File: src/rtl/mmu_pkg.sv
// Types and constants shared by the TLBs and the MMU page walker.
package mmu_pkg;

  localparam int unsigned PAGE_OFFSET_BITS = 12;
  localparam int unsigned VPN_BITS         = 9;

  // Field order mirrors PTE bits [7:0].
  typedef struct packed {
    logic d;
    logic a;
    logic g;
    logic u;
    logic x;
    logic w;
    logic r;
    logic v;
  } tlb_perm_bits;

  typedef enum logic [1:0] {
    TLB_IDLE,
    TLB_WAIT,
    TLB_FILL
  } TLB_State;

endpackage

File: src/rtl/tlb_cache_if.sv
// Page-walk request/response channel between a TLB (master) and the MMU (slave).
interface tlb_cache_if;
  import mmu_pkg::*;

  logic         mmu_req_valid;
  logic [63:0]  mmu_req_addr;
  logic         mmu_resp_valid;
  logic [63:0]  mmu_resp_addr;
  tlb_perm_bits mmu_resp_perms;

  modport master (
    output mmu_req_valid,
    output mmu_req_addr,
    input  mmu_resp_valid,
    input  mmu_resp_addr,
    input  mmu_resp_perms
  );

  modport slave (
    input  mmu_req_valid,
    input  mmu_req_addr,
    output mmu_resp_valid,
    output mmu_resp_addr,
    output mmu_resp_perms
  );

endinterface

File: src/rtl/tlb_cache_cam.sv
// Parallel tag compare across all entries; lowest matching index wins.
module tlb_cam #(
  parameter int unsigned ENTRIES = 8,
  parameter int unsigned TAG_W   = 36,
  parameter int unsigned IDX_W   = 3
) (
  input  logic [ENTRIES-1:0]            valid_i,
  input  logic [ENTRIES-1:0][TAG_W-1:0] tags_i,
  input  logic [TAG_W-1:0]              tag_i,
  output logic                          hit_o,
  output logic [IDX_W-1:0]              idx_o
);

  logic             found;
  logic [IDX_W-1:0] idx;

  always_comb begin
    found = 1'b0;
    idx   = '0;
    for (int unsigned i = 0; i < ENTRIES; i++) begin
      if (!found && valid_i[i] && (tags_i[i] == tag_i)) begin
        found = 1'b1;
        idx   = IDX_W'(i);
      end
    end
  end

  assign hit_o = found;
  assign idx_o = idx;

endmodule

File: src/rtl/tlb_cache.sv
// Fully-associative 4 KiB TLB with round-robin replacement; misses are
// resolved through a single outstanding page-walk request to the MMU.
module tlb_cache
  import mmu_pkg::*;
#(
  parameter int unsigned ENTRIES = 8,
  parameter int unsigned VA_BITS = 48
) (
  input  logic         clk,
  input  logic         reset,
  input  logic         lookup_valid,
  input  logic [63:0]  lookup_vaddr,
  output logic         lookup_hit,
  output logic [63:0]  lookup_paddr,
  output tlb_perm_bits lookup_perms,
  output logic         busy,
  input  logic         flush,
  tlb_cache_if.master  mmu
);

  localparam int unsigned IDX_W = $clog2(ENTRIES);
  localparam int unsigned TAG_W = VA_BITS - PAGE_OFFSET_BITS;
  localparam int unsigned PPN_W = 64 - PAGE_OFFSET_BITS;

  TLB_State                            state_q, state_d;
  logic         [ENTRIES-1:0]            valid_q;
  logic         [ENTRIES-1:0][TAG_W-1:0] tag_q;
  logic         [ENTRIES-1:0][PPN_W-1:0] ppn_q;
  tlb_perm_bits [ENTRIES-1:0]            perms_q;
  logic         [IDX_W-1:0]              rr_q;
  logic         [PPN_W-1:0]              miss_vpn_q;
  logic         [PPN_W-1:0]              resp_ppn_q;
  tlb_perm_bits                          resp_perms_q;
  logic                                  discard_q;

  logic             cam_hit;
  logic [IDX_W-1:0] cam_idx;

  tlb_cam #(
    .ENTRIES (ENTRIES),
    .TAG_W   (TAG_W),
    .IDX_W   (IDX_W)
  ) u_cam (
    .valid_i (valid_q),
    .tags_i  (tag_q),
    .tag_i   (lookup_vaddr[VA_BITS-1:PAGE_OFFSET_BITS]),
    .hit_o   (cam_hit),
    .idx_o   (cam_idx)
  );

  always_ff @(posedge clk) begin
    if (!reset) state_q <= TLB_IDLE;
    else        state_q <= state_d;
  end

  always_comb begin
    state_d = state_q;
    case (state_q)
      TLB_IDLE: if (lookup_valid && !cam_hit && !flush) state_d = TLB_WAIT;
      TLB_WAIT: if (mmu.mmu_resp_valid)                 state_d = TLB_FILL;
      TLB_FILL:                                         state_d = TLB_IDLE;
      default:                                          state_d = TLB_IDLE;
    endcase
  end

  always_comb begin
    busy              = (state_q != TLB_IDLE);
    mmu.mmu_req_valid = (state_q == TLB_WAIT);
    mmu.mmu_req_addr  = {miss_vpn_q, {PAGE_OFFSET_BITS{1'b0}}};
    lookup_hit        = lookup_valid && (state_q == TLB_IDLE) && cam_hit;
    lookup_paddr      = '0;
    lookup_perms      = '0;
    if (lookup_hit) begin
      lookup_paddr = {ppn_q[cam_idx], lookup_vaddr[PAGE_OFFSET_BITS-1:0]};
      lookup_perms = perms_q[cam_idx];
    end
  end

  // A flush during the walk cannot abort the MMU, so it is remembered and
  // turns the eventual fill into a no-op (rr pointer included).
  always_ff @(posedge clk) begin
    if (!reset) begin
      valid_q      <= '0;
      rr_q         <= '0;
      miss_vpn_q   <= '0;
      resp_ppn_q   <= '0;
      resp_perms_q <= '0;
      discard_q    <= 1'b0;
    end else begin
      case (state_q)
        TLB_IDLE: begin
          if (flush) valid_q <= '0;
          else if (lookup_valid && !cam_hit)
            miss_vpn_q <= lookup_vaddr[63:PAGE_OFFSET_BITS];
        end
        TLB_WAIT: begin
          if (flush) discard_q <= 1'b1;
          if (mmu.mmu_resp_valid) begin
            resp_ppn_q   <= mmu.mmu_resp_addr[63:PAGE_OFFSET_BITS];
            resp_perms_q <= mmu.mmu_resp_perms;
          end
        end
        TLB_FILL: begin
          discard_q <= 1'b0;
          if (flush) valid_q <= '0;
          else if (!discard_q) begin
            valid_q[rr_q] <= 1'b1;
            tag_q[rr_q]   <= miss_vpn_q[TAG_W-1:0];
            ppn_q[rr_q]   <= resp_ppn_q;
            perms_q[rr_q] <= resp_perms_q;
            rr_q          <= rr_q + 1'b1;
          end
        end
        default: ;
      endcase
    end
  end

  a_resp_aligned : assert property (@(posedge clk) disable iff (!reset)
    mmu.mmu_resp_valid |-> (mmu.mmu_resp_addr[PAGE_OFFSET_BITS-1:0] == '0))
    else $error("tlb_cache: mmu_resp_addr not page aligned: %h", mmu.mmu_resp_addr);

endmodule
File: src/flat_wrapper.sv
// flat-port wrapper written by rule: the top's interface ports become plain ports
module tlb_cache_flat import mmu_pkg::*;
#(
  parameter int unsigned ENTRIES = 8,
  parameter int unsigned VA_BITS = 48
)
  (clk, reset, lookup_valid, lookup_vaddr, lookup_hit, lookup_paddr, lookup_perms, busy, flush, mmu_mmu_req_valid, mmu_mmu_req_addr, mmu_mmu_resp_valid, mmu_mmu_resp_addr, mmu_mmu_resp_perms);
  tlb_cache_if mmu_i ();
  input  logic clk;
  input  logic reset;
  input  logic lookup_valid;
  input  logic [63:0] lookup_vaddr;
  output logic lookup_hit;
  output logic [63:0] lookup_paddr;
  output tlb_perm_bits lookup_perms;
  output logic busy;
  input  logic flush;
  output wire logic [$bits(mmu_i.mmu_req_valid)-1:0] mmu_mmu_req_valid;
  output wire logic [$bits(mmu_i.mmu_req_addr)-1:0] mmu_mmu_req_addr;
  input wire logic [$bits(mmu_i.mmu_resp_valid)-1:0] mmu_mmu_resp_valid;
  input wire logic [$bits(mmu_i.mmu_resp_addr)-1:0] mmu_mmu_resp_addr;
  input wire logic [$bits(mmu_i.mmu_resp_perms)-1:0] mmu_mmu_resp_perms;
  assign mmu_mmu_req_valid = mmu_i.mmu_req_valid;
  assign mmu_mmu_req_addr = mmu_i.mmu_req_addr;
  assign mmu_i.mmu_resp_valid = mmu_mmu_resp_valid;
  assign mmu_i.mmu_resp_addr = mmu_mmu_resp_addr;
  assign mmu_i.mmu_resp_perms = mmu_mmu_resp_perms;
  tlb_cache #(.ENTRIES(ENTRIES), .VA_BITS(VA_BITS)) u_core (.clk(clk), .reset(reset), .lookup_valid(lookup_valid), .lookup_vaddr(lookup_vaddr), .lookup_hit(lookup_hit), .lookup_paddr(lookup_paddr), .lookup_perms(lookup_perms), .busy(busy), .flush(flush), .mmu(mmu_i));
endmodule
File: config.mk
export PLATFORM = sky130hd
export DESIGN_NAME = tlb_cache_flat
export DESIGN_NICKNAME = d
export VERILOG_FILES = /design/src/rtl/mmu_pkg.sv /design/src/rtl/tlb_cache_if.sv /design/src/rtl/tlb_cache_cam.sv /design/src/rtl/tlb_cache.sv /design/src/flat_wrapper.sv
export SDC_FILE = /design/constraint.sdc
export NUM_CORES = 1
export LEC_CHECK = 0
export ABC_AREA = 1
export ABC_CLOCK_PERIOD_IN_PS = 16600
export BUFFER_PORTS_ARGS = -buffer_cell sky130_fd_sc_hd__buf_2
export CAP_MARGIN = 20
export CORE_UTILIZATION = 40
export CTS_CLUSTER_DIAMETER = 30
export DETAILED_ROUTE_END_ITERATION = 16
export GPL_TIMING_DRIVEN = 0
export PLACE_DENSITY = 0.58
export SYNTH_ARGS = -nofsm -noshare
export SYNTH_HDL_FRONTEND = slang
export SYNTH_SLANG_ARGS = --single-unit
File: constraint.sdc
create_clock -name clk -period 16.6 [get_ports clk]
set_clock_uncertainty 0.2 [all_clocks]
set_input_delay 3.32 -clock clk [delete_from_list [all_inputs] [get_ports clk]]
set_output_delay 3.32 -clock clk [all_outputs]
set_load 0.05 [all_outputs]
* Yosys cells after proc, flatten, opt, wreduce, memory -nomap -nowiden *
Cells that the tools add are included.

word-level totals
  bits in registers = 894
  output and inout port bits = 139
  word-level logic and storage cells = 197

cells by class
  $add $sub $neg = 1
  $lt $le $gt $ge = 3
  equal/unequal tests = 15
  multiplexer cells = 41
  bitwise logic cells = 3
  reduce and logical (&&, ||, !) cells = 40

operators by type and width
  cell                                                        count
  bitwise mux 416 bit                                         1
  bitwise mux 288 bit                                         1
  equality test 36 bit                                        8
  binary-select mux 52 bit (select 3 bit)                     1
  demux 52 bit (select 3 bit)                                 1
  demux 36 bit (select 3 bit)                                 1
  2-to-1 mux 52 bit                                           2
  bitwise mux 64 bit                                          1
  2-to-1 mux 64 bit                                           1
  2-to-1 mux 8 bit                                            6
  2-to-1 mux 36 bit                                           1
  binary-select mux 8 bit (select 3 bit)                      1
  demux 8 bit (select 3 bit)                                  1
  logical AND 1 bit                                           20
  2-to-1 mux 3 bit                                            6
  one-hot mux 8 bit (2 select lines)                          1
  2-to-1 mux 1 bit                                            11
  zero test 1 bit                                             9
  AND reduction 3 bit                                         3
  less-than comparator 3 x 4 -> 1 bit, second input constant  2
  bitwise OR 8 bit                                            1
  AND reduction 2 bit                                         3
  nonzero test 2 bit                                          3
  2-to-1 mux 2 bit                                            2
  other kinds (13)                                            16

* Depth between registers and ports, before layout *
Gate-level depths: netlist of run 1.

  depth after elaboration = 36
  gate-level depth with buffers = 24
  depth with buffers taken out = 20

* Modules after synthesis *
A second synthesis of run 1 with hierarchy kept.

second synthesis, totals
  cell total of the unflattened synthesis = 3960
  area total of the unflattened synthesis = 38957.4 um^2

by module, submodules not included
  module     instances  cells an instance  area an instance (um^2)  seq. area each (um^2)
  tlb_cache  1          2999               34414.3                  25584.5
  tlb_cam    1          961                4543.1                   0.0

* Worst setup path after synthesis of run 1 *
OpenSTA, ideal clock, no wires.

  path type = input to register
  start = input port flush
  end = register u_core.perms_q[0] (netlist name), enable pin
  setup time = 0.788 ns
  arrival time = 13.049 ns
  slack = 2.563 ns
  cell stages on the path = 3
  cells stage by stage = nor3_1 -> nand2_1 -> nor4_1

on the way
  longest elaborated chain between the ends = 2

ends and longest elaborated chain
  what                             line                RTL
  from (decl)                      flat_wrapper.sv:17  input logic flush;
  NOT 1 bit (no line)              n/a
  AND reduction 4 bit (no line)    n/a
  to (signal, indexed assignment)  tlb_cache.sv:110    perms_q[rr_q] <= resp_perms_q;
  to (decl)                        tlb_cache.sv:29     tlb_perm_bits [ENTRIES-1:0] perms_q;

No other way between the ends.
A chain may end at the register's enable or synchronous reset.

* Worst setup path after layout of run 1 *
  start = input port lookup_vaddr[25]
  end = output port lookup_paddr[14]

on the way
  longest elaborated chain between the ends = 34
  elaborated cells between the ends (all ways) = 49
  those cells by class = eq/ne: 8; mux: 18; reduce/logical: 23

ends and longest elaborated chain
  what                                     line                 RTL
  from (decl)                              flat_wrapper.sv:12   input logic [63:0] lookup_vaddr;
  equality test 36 bit                     tlb_cache_cam.sv:21  if (!found && valid_i[i] && (tags_i[i] == tag_i)) begin
  logical AND 1 bit                        tlb_cache_cam.sv:21
  2-to-1 mux 1 bit                         tlb_cache_cam.sv:21
  zero test 1 bit                          tlb_cache_cam.sv:21
  logical AND 1 bit (2 in series)          tlb_cache_cam.sv:21
  2-to-1 mux 1 bit                         tlb_cache_cam.sv:21
  zero test 1 bit                          tlb_cache_cam.sv:21
  logical AND 1 bit (2 in series)          tlb_cache_cam.sv:21
  [... 14 more ...]                        n/a
  logical AND 1 bit (2 in series)          tlb_cache_cam.sv:21
  2-to-1 mux 1 bit                         tlb_cache_cam.sv:21
  zero test 1 bit                          tlb_cache_cam.sv:21
  logical AND 1 bit (2 in series)          tlb_cache_cam.sv:21
  2-to-1 mux 3 bit                         tlb_cache_cam.sv:21
  binary-select mux 52 bit (select 3 bit)  tlb_cache.sv:74      lookup_paddr = {ppn_q[cam_idx], lookup_vaddr[PAGE_OFFSET_BITS-1:0]};
  2-to-1 mux 52 bit (not written as such)  tlb_cache.sv:74
  2-to-1 mux 64 bit *                      tlb_cache.sv:73      if (lookup_hit) begin
  to (decl)                                flat_wrapper.sv:14   output logic [63:0] lookup_paddr;

Every way passes the cells marked *; elsewhere a longest branch is shown, timed or not. The select of a mux whose other input is x is not followed.

==> results of run 1 <==
[flip-flops by register name (all words and copies together), names as in the netlist, 2 cells and up]
register and count:
u_core.rr_q 3, u_core.valid_q 8, u_core.resp_perms_q 8, u_core.resp_ppn_q 52, u_core.perms_q 64, u_core.ppn_q 416
u_core.miss_vpn_q 52, u_core.state_q 2, u_core.tag_q 288
[cell usage after synthesis, types with 2 or more instances]
cell	number
buf_6	7
and2_1	3
nand3b_1	61
o21ai_0	49
nand2_1	968
inv_1	569
nor3_1	12
nor4_1	11
nand3_1	443
o211ai_1	6
buf_1	9
o22ai_1	29
xnor2_1	45
buf_4	32
nand4_1	28
clkbuf_1	64
o21ai_1	21
nand2_2	2
clkinv_1	4
nand3_2	2
nor2_1	495
xor2_1	47
a211oi_1	2
a22o_1	4
dfxtp_1	126
inv_2	34
or2_1	2
edfxtp_1	768
nor2_2	3
a21oi_1	77
or2_2	8
buf_2	98
[per-layer routing]
layer,global-route usage,share of wire,vias to the layer above
met5,0,0.00031,-
met4,0.0993,0.036,6
met3,0.0560,0.090,251
met2,0.391,0.45,1346
met1,0.334,0.42,14200
li1,-,-,14300
[area by class of cell]
class / count / share of cell area
Timing Repair Buffer: 355 / 0.0432
Clock inverter: 151 / 0.0380
Sequential cell: 894 / 0.508
Buffer: 210 / 0.0215
Multi-Input combinational cell: 2338 / 0.211
Inverter: 607 / 0.0453
Clock buffer: 223 / 0.101
Tap cell: 1276 / 0.0317
[kinds of logic after synthesis]
kind of cell | count (synthesis) | share of synthesized area
compound gates | 190 | 0.0261
xor+xnor | 92 | 0.0204
fa+ha+maj | 1 | 0.000317
buf+inv | 817 | 0.0852
flops | 894 | 0.648
other cells | 1 | 0.0000950
simple gates | 2043 | 0.219
[through the flow]
step / power, mW / instances / setup TNS, ns / utilization
6_report: 6.72 / 6054 / 0 / 0.518
5_1_grt: 6.88 / 6054 / 0 / 0.518
4_1_cts: 6.75 / 6054 / 0 / 0.518
3_5_place_dp: 2.74 / 5680 / 0 / 0.446
3_3_place_gp: 2.74 / 5552 / -4381.65 / 0.435
2_1_floorplan: 2.64 / 4049 / 0 / -
[power groups by stage]
stage	Sequential (mW)	Clock, mW	Combinational, mW
6_report	2.49	4.01	0.209
5_1_grt	2.49	4.16	0.224
4_1_cts	2.49	4.05	0.207
3_5_place_dp	2.53	0	0.206
3_3_place_gp	2.53	0	0.204
2_1_floorplan	2.54	0	0.0969
[path summary, 6_finish.rpt]
check	startpoint	end	slack (ns)	cells after the start
max	lookup_vaddr[25]	lookup_paddr[14]	5.17	18
min	u_core.discard_q$_SDFFE_PN0P_	u_core.discard_q$_SDFFE_PN0P_	0.28	2
max reg2reg	u_core.state_q[1]$_SDFFE_PN0P_	u_core.ppn_q[309]$_DFFE_PP_	12.57	12
min reg2reg	u_core.discard_q$_SDFFE_PN0P_	u_core.discard_q$_SDFFE_PN0P_	0.28	2
[worst min-delay path: cells and delay by family (launching register included)]
| kind | cells | cell delay [ns] |
|---|---|---|
| simple gates | 1 | 0.06 |
| flops | 1 | 0.31 |
| compound gates | 1 | 0.05 |
==> impl_metrics.yaml, run 1 <==
status:
  status: "complete, no violations"
sta:
  setup_violations: 0
  max_freq_ghz: 0.0875
  slew_headroom: 0.257
  holdWs_ns: 0.278
  hold_viol: 0
  fin_crit_sh: 0.689
  slew_violations: 0
  rsz0062_at_grt: "false"
  fin_crit_ns: 11.43
  max_slew.worst_pin.slew_ns: 1.11
  setup_ws_ns: 5.17
logic_synthesis:
  synth_area_leader_cell: "edfxtp_1"
  synth_cells: 4038
  ys_ff_latch: 894
  synth_ff_type: "edfxtp_1"
  synth_edf_count: 768
  synth_cell_type_count: 41
  yosysTopAreaCellShare: 0.584
  ys_seq_area_frac: 0.648
  yosysWarnings: 0
  async_reset_ff_frac: 0
  avgSynthCellArea_sq_um: 9.77
  netlist_area_sq_mm: 0.0395
  ys_top_cells_by_area: "edfxtp_1, nand2_1, dfxtp_1"
global_routing:
  antenna_found_initial: 9
  grt_pass1_vias: 28700
  grt_pass1_wl_um: 181000
  overflow: 0
  grt_util_all_layers: 0.249
  grt_max_degree: 17
layout:
  fin_area_sq_mm: 0.0503
  nets: 4745
  n_antenna_cell: 0
  fillers: 8619
  multiInputGateArea_sq_mm: 0.0106
  register_area_sq_mm: 0.0256
  area_growth_pct: 27.6
  mostFrequentLayoutCells: "nand2_1, edfxtp_1, inv_1"
  layout-drive-gt1-share: 0.185
  final_common_cell: "nand2_1"
setup_path:
  required_ns: 13.08
  crit_type: "in2out"
  critPathTopFamily: "simple AND/OR/NAND/NOR gates"
  startpoint_type: "input port"
  cp.arrival_ns: 7.91
  cp_max_fo: 10
  crit_buf_inv: 6
  slowest_delay_ns: 0.59
  crit_path_top_delay_cell: "clkinv_1"
  end_kind: "output pin"
  cp_cell_sequence: "buf_2, inv_2, buf_2, or2_0, nand3_1, nor2_1, nand4_1, nor2_1, nand3_1, nor2_2, a21oi_1, nand2_2, clkinv_1, clkbuf_1, nand3_1, nand2_1, nor2_1, buf_2"
route:
  firstDrtPassIters: 6
  wl_um: 124000
  wl_per_cell_um: 20.5
  via_count: 30000
  drc: 0
  initialDrtViolationCount: 3222
  viasPerCell: 4.96
  detail-route-antenna-nets: 0
clock_tree:
  root_buffer: "clkbuf_16"
  cts_sinks: 894
  cts_hold_buf: 0
  clk_pin_slew_ns: 0.04
  numCtsBuffers: 197
  h-tree-depth: 4
  cts_resized: 0
  clk_latency_ns: 0.78
  cts_buffer_depth: 3
  tritoncts: "yes"
  post-cts-setup-buffer-count: 0
power_and_ir_drop:
  comb_power_share: 0.031
  clkPwrFrac: 0.598
  p_sw_frac: 0.225
  vdd_drop_max_mv: 0.113
  switchingPower_mw: 1.51
  p_leak_nw: 21.6
  p_int_mw: 5.21
  pwr-share-seq: 0.371
  p_per_area_mw_per_mm2: 133
die:
  initial_utilization: 0.406
  dieWidth_um: 316
  core_sq_mm: 0.0971
  rows: 114
  ios: 280
  die_h_um: 316
  dieArea_sq_mm: 0.0999
place:
  placed_cell_area_sq_mm: 0.0433
  io_buffers: 227
  gp_congestion: 0.939
  hpwl_um: 86200
  pre_cts_ws_ns: 5.34
job:
  max-cap-violations: 0
min_path:
  min_path_type: "reg2reg"
Power figures use the tool's default switching activity.
==> run 2, diff against run 1 <==
Settings changed: ABC_CLOCK_PERIOD_IN_PS 16600 to 10200, PLACE_DENSITY 0.58 to 0.6.
Clock period 16.6 ns to 10.2 ns, I/O delays scaled along.
==> impl_metrics.yaml, run 2 (synthesized netlist as in run 1, its figures left out) <==
layout:
  area_growth_pct: 27.3
  fin_area_sq_mm: 0.0502
  final_common_cell: "nand2_1"
  nets: 4735
  final_cells: 6038
  fillers: 8653
  reg_top3: "u_core.ppn_q x416, u_core.tag_q x288, u_core.perms_q x64"
  largest_reg_flops: 416
  mostFrequentLayoutCells: "nand2_1, edfxtp_1, inv_1"
  layout-drive-gt1-share: 0.183
  largest-register: "u_core.ppn_q"
power_and_ir_drop:
  pwr-share-seq: 0.371
  p_per_area_mw_per_mm2: 218
  p_total_mw: 10.9
  p_int_mw: 8.53
  p_sw_frac: 0.221
  comb_power_share: 0.031
  p_leak_nw: 21.6
  clkPwrFrac: 0.598
  switchingPower_mw: 2.42
  vdd_drop_max_mv: 0.152
place:
  placed_cell_area_sq_mm: 0.0433
  io_buffers: 227
  dp_cells: 5678
  pre_cts_ws_ns: 1.34
  gp_congestion: 0.928
  hpwl_um: 85500
clock_tree:
  tritoncts: "yes"
  clk_latency_ns: 0.77
  root_buffer: "clkbuf_16"
  cts_hold_buf: 0
  cts_sinks: 894
  numCtsBuffers: 189
  cts_buffer_depth: 3
  h-tree-depth: 4
  clk_pin_slew_ns: 0.05
  cts_resized: 0
  post-cts-setup-buffer-count: 0
setup_path:
  slowest_delay_ns: 0.53
  cp_cell_sequence: "buf_2, inv_2, nand2_1, o21ai_0, nor4_1, nand2_1, nor2_1, nand3_1, a21o_1, nand2_2, clkinv_1, clkbuf_1, nand3_1, nand2_1, nor2_1, buf_2"
  crit_type: "in2out"
  crit_buf_inv: 5
  cp.arrival_ns: 6.78
  required_ns: 7.96
  startpoint_type: "input port"
  critPathTopFamily: "simple AND/OR/NAND/NOR gates"
  crit_path_top_delay_cell: "clkinv_1"
  cp_max_fo: 10
  end_kind: "output pin"
  cp_common_cell: "nand2_1"
global_routing:
  grt_util_all_layers: 0.247
  grt_max_degree: 17
  antenna_found_initial: 11
  grt_pass1_wl_um: 180000
  overflow: 0
  grt_pass1_vias: 28700
min_path:
  min_path_type: "reg2reg"
die:
  dieArea_sq_mm: 0.0999
  rows: 114
  dieWidth_um: 316
  core_sq_mm: 0.0971
  die_h_um: 316
  initial_utilization: 0.406
  ios: 280
sta:
  setup_ws_ns: 1.18
  setup_violations: 0
  hold_viol: 0
  max_freq_ghz: 0.111
  slew_violations: 0
  fin_crit_sh: 0.884
  rsz0062_at_grt: "false"
  holdWs_ns: 0.265
  slew_headroom: 0.304
  max_slew.worst_pin.slew_ns: 1.04
  fin_crit_ns: 9.02
route:
  initialDrtViolationCount: 3156
  firstDrtPassIters: 5
  wl_per_cell_um: 20.4
  detail-route-antenna-nets: 0
  drc: 0
  via_count: 30100
  viasPerCell: 4.99
  wl_um: 123000
job:
  max-cap-violations: 0
status:
  status: "complete, no violations"
run 2: layer usage:
layer | share of wire | track usage
met5 | 0.00063 | 0
met4 | 0.039 | 0.109
met3 | 0.092 | 0.0521
met2 | 0.45 | 0.388
met1 | 0.41 | 0.329
run 2: path summary, 6_finish.rpt:
| check | from | cells after the start | end | slack, ns |
|---|---|---|---|---|
| worst max-delay path | lookup_vaddr[19] | 16 | lookup_paddr[15] | 1.18 |
| worst min-delay path | u_core.valid_q[4]$_SDFFE_PN0P_ | 2 | u_core.valid_q[4]$_SDFFE_PN0P_ | 0.26 |
| worst max register to register | u_core.state_q[1]$_SDFFE_PN0P_ | 13 | u_core.tag_q[241]$_DFFE_PP_ | 6.26 |
| worst min register to register | u_core.valid_q[4]$_SDFFE_PN0P_ | 2 | u_core.valid_q[4]$_SDFFE_PN0P_ | 0.26 |
run 2: per-stage QoR:
stage,utilization,TNS (ns)
floorplan,-,-1963.59
global placement,0.435,-8159.37
detailed placement,0.446,0
CTS,0.517,0
global route,0.517,0
finish,0.517,0
run 2: worst reg2reg max path, delay by kind of cell (launching register included):
| family | cells | cell delay, ns |
|---|---|---|
| flops | 1 | 0.36 |
| buf+inv | 9 | 1.47 |
| simple gates | 4 | 1.63 |
run 2: power by group through the flow:
stage | combinational (mW) | sequential [mW] | clock, mW
2_1_floorplan | 0.158 | 4.13 | 0
3_5_place_dp | 0.334 | 4.12 | 0
4_1_cts | 0.335 | 4.06 | 6.60
3_3_place_gp | 0.329 | 4.12 | 0
6_report | 0.339 | 4.06 | 6.55
5_1_grt | 0.361 | 4.06 | 6.79
run 2: final cells by class:
| type | count | area, sq um | area share |
|---|---|---|---|
| flip-flops and latches | 894 | 25600 | 0.509 |
| multi-input cells | 2338 | 10600 | 0.211 |
| clock buffers | 220 | 4970 | 0.0989 |
| inverters | 607 | 2280 | 0.0454 |
| repair buffers | 353 | 2180 | 0.0435 |
| clock inverters | 139 | 1940 | 0.0386 |
| well taps | 1276 | 1600 | 0.0318 |
| plain buffers | 210 | 1080 | 0.0216 |
| diodes | 1 | 2.50 | 0.0000498 |
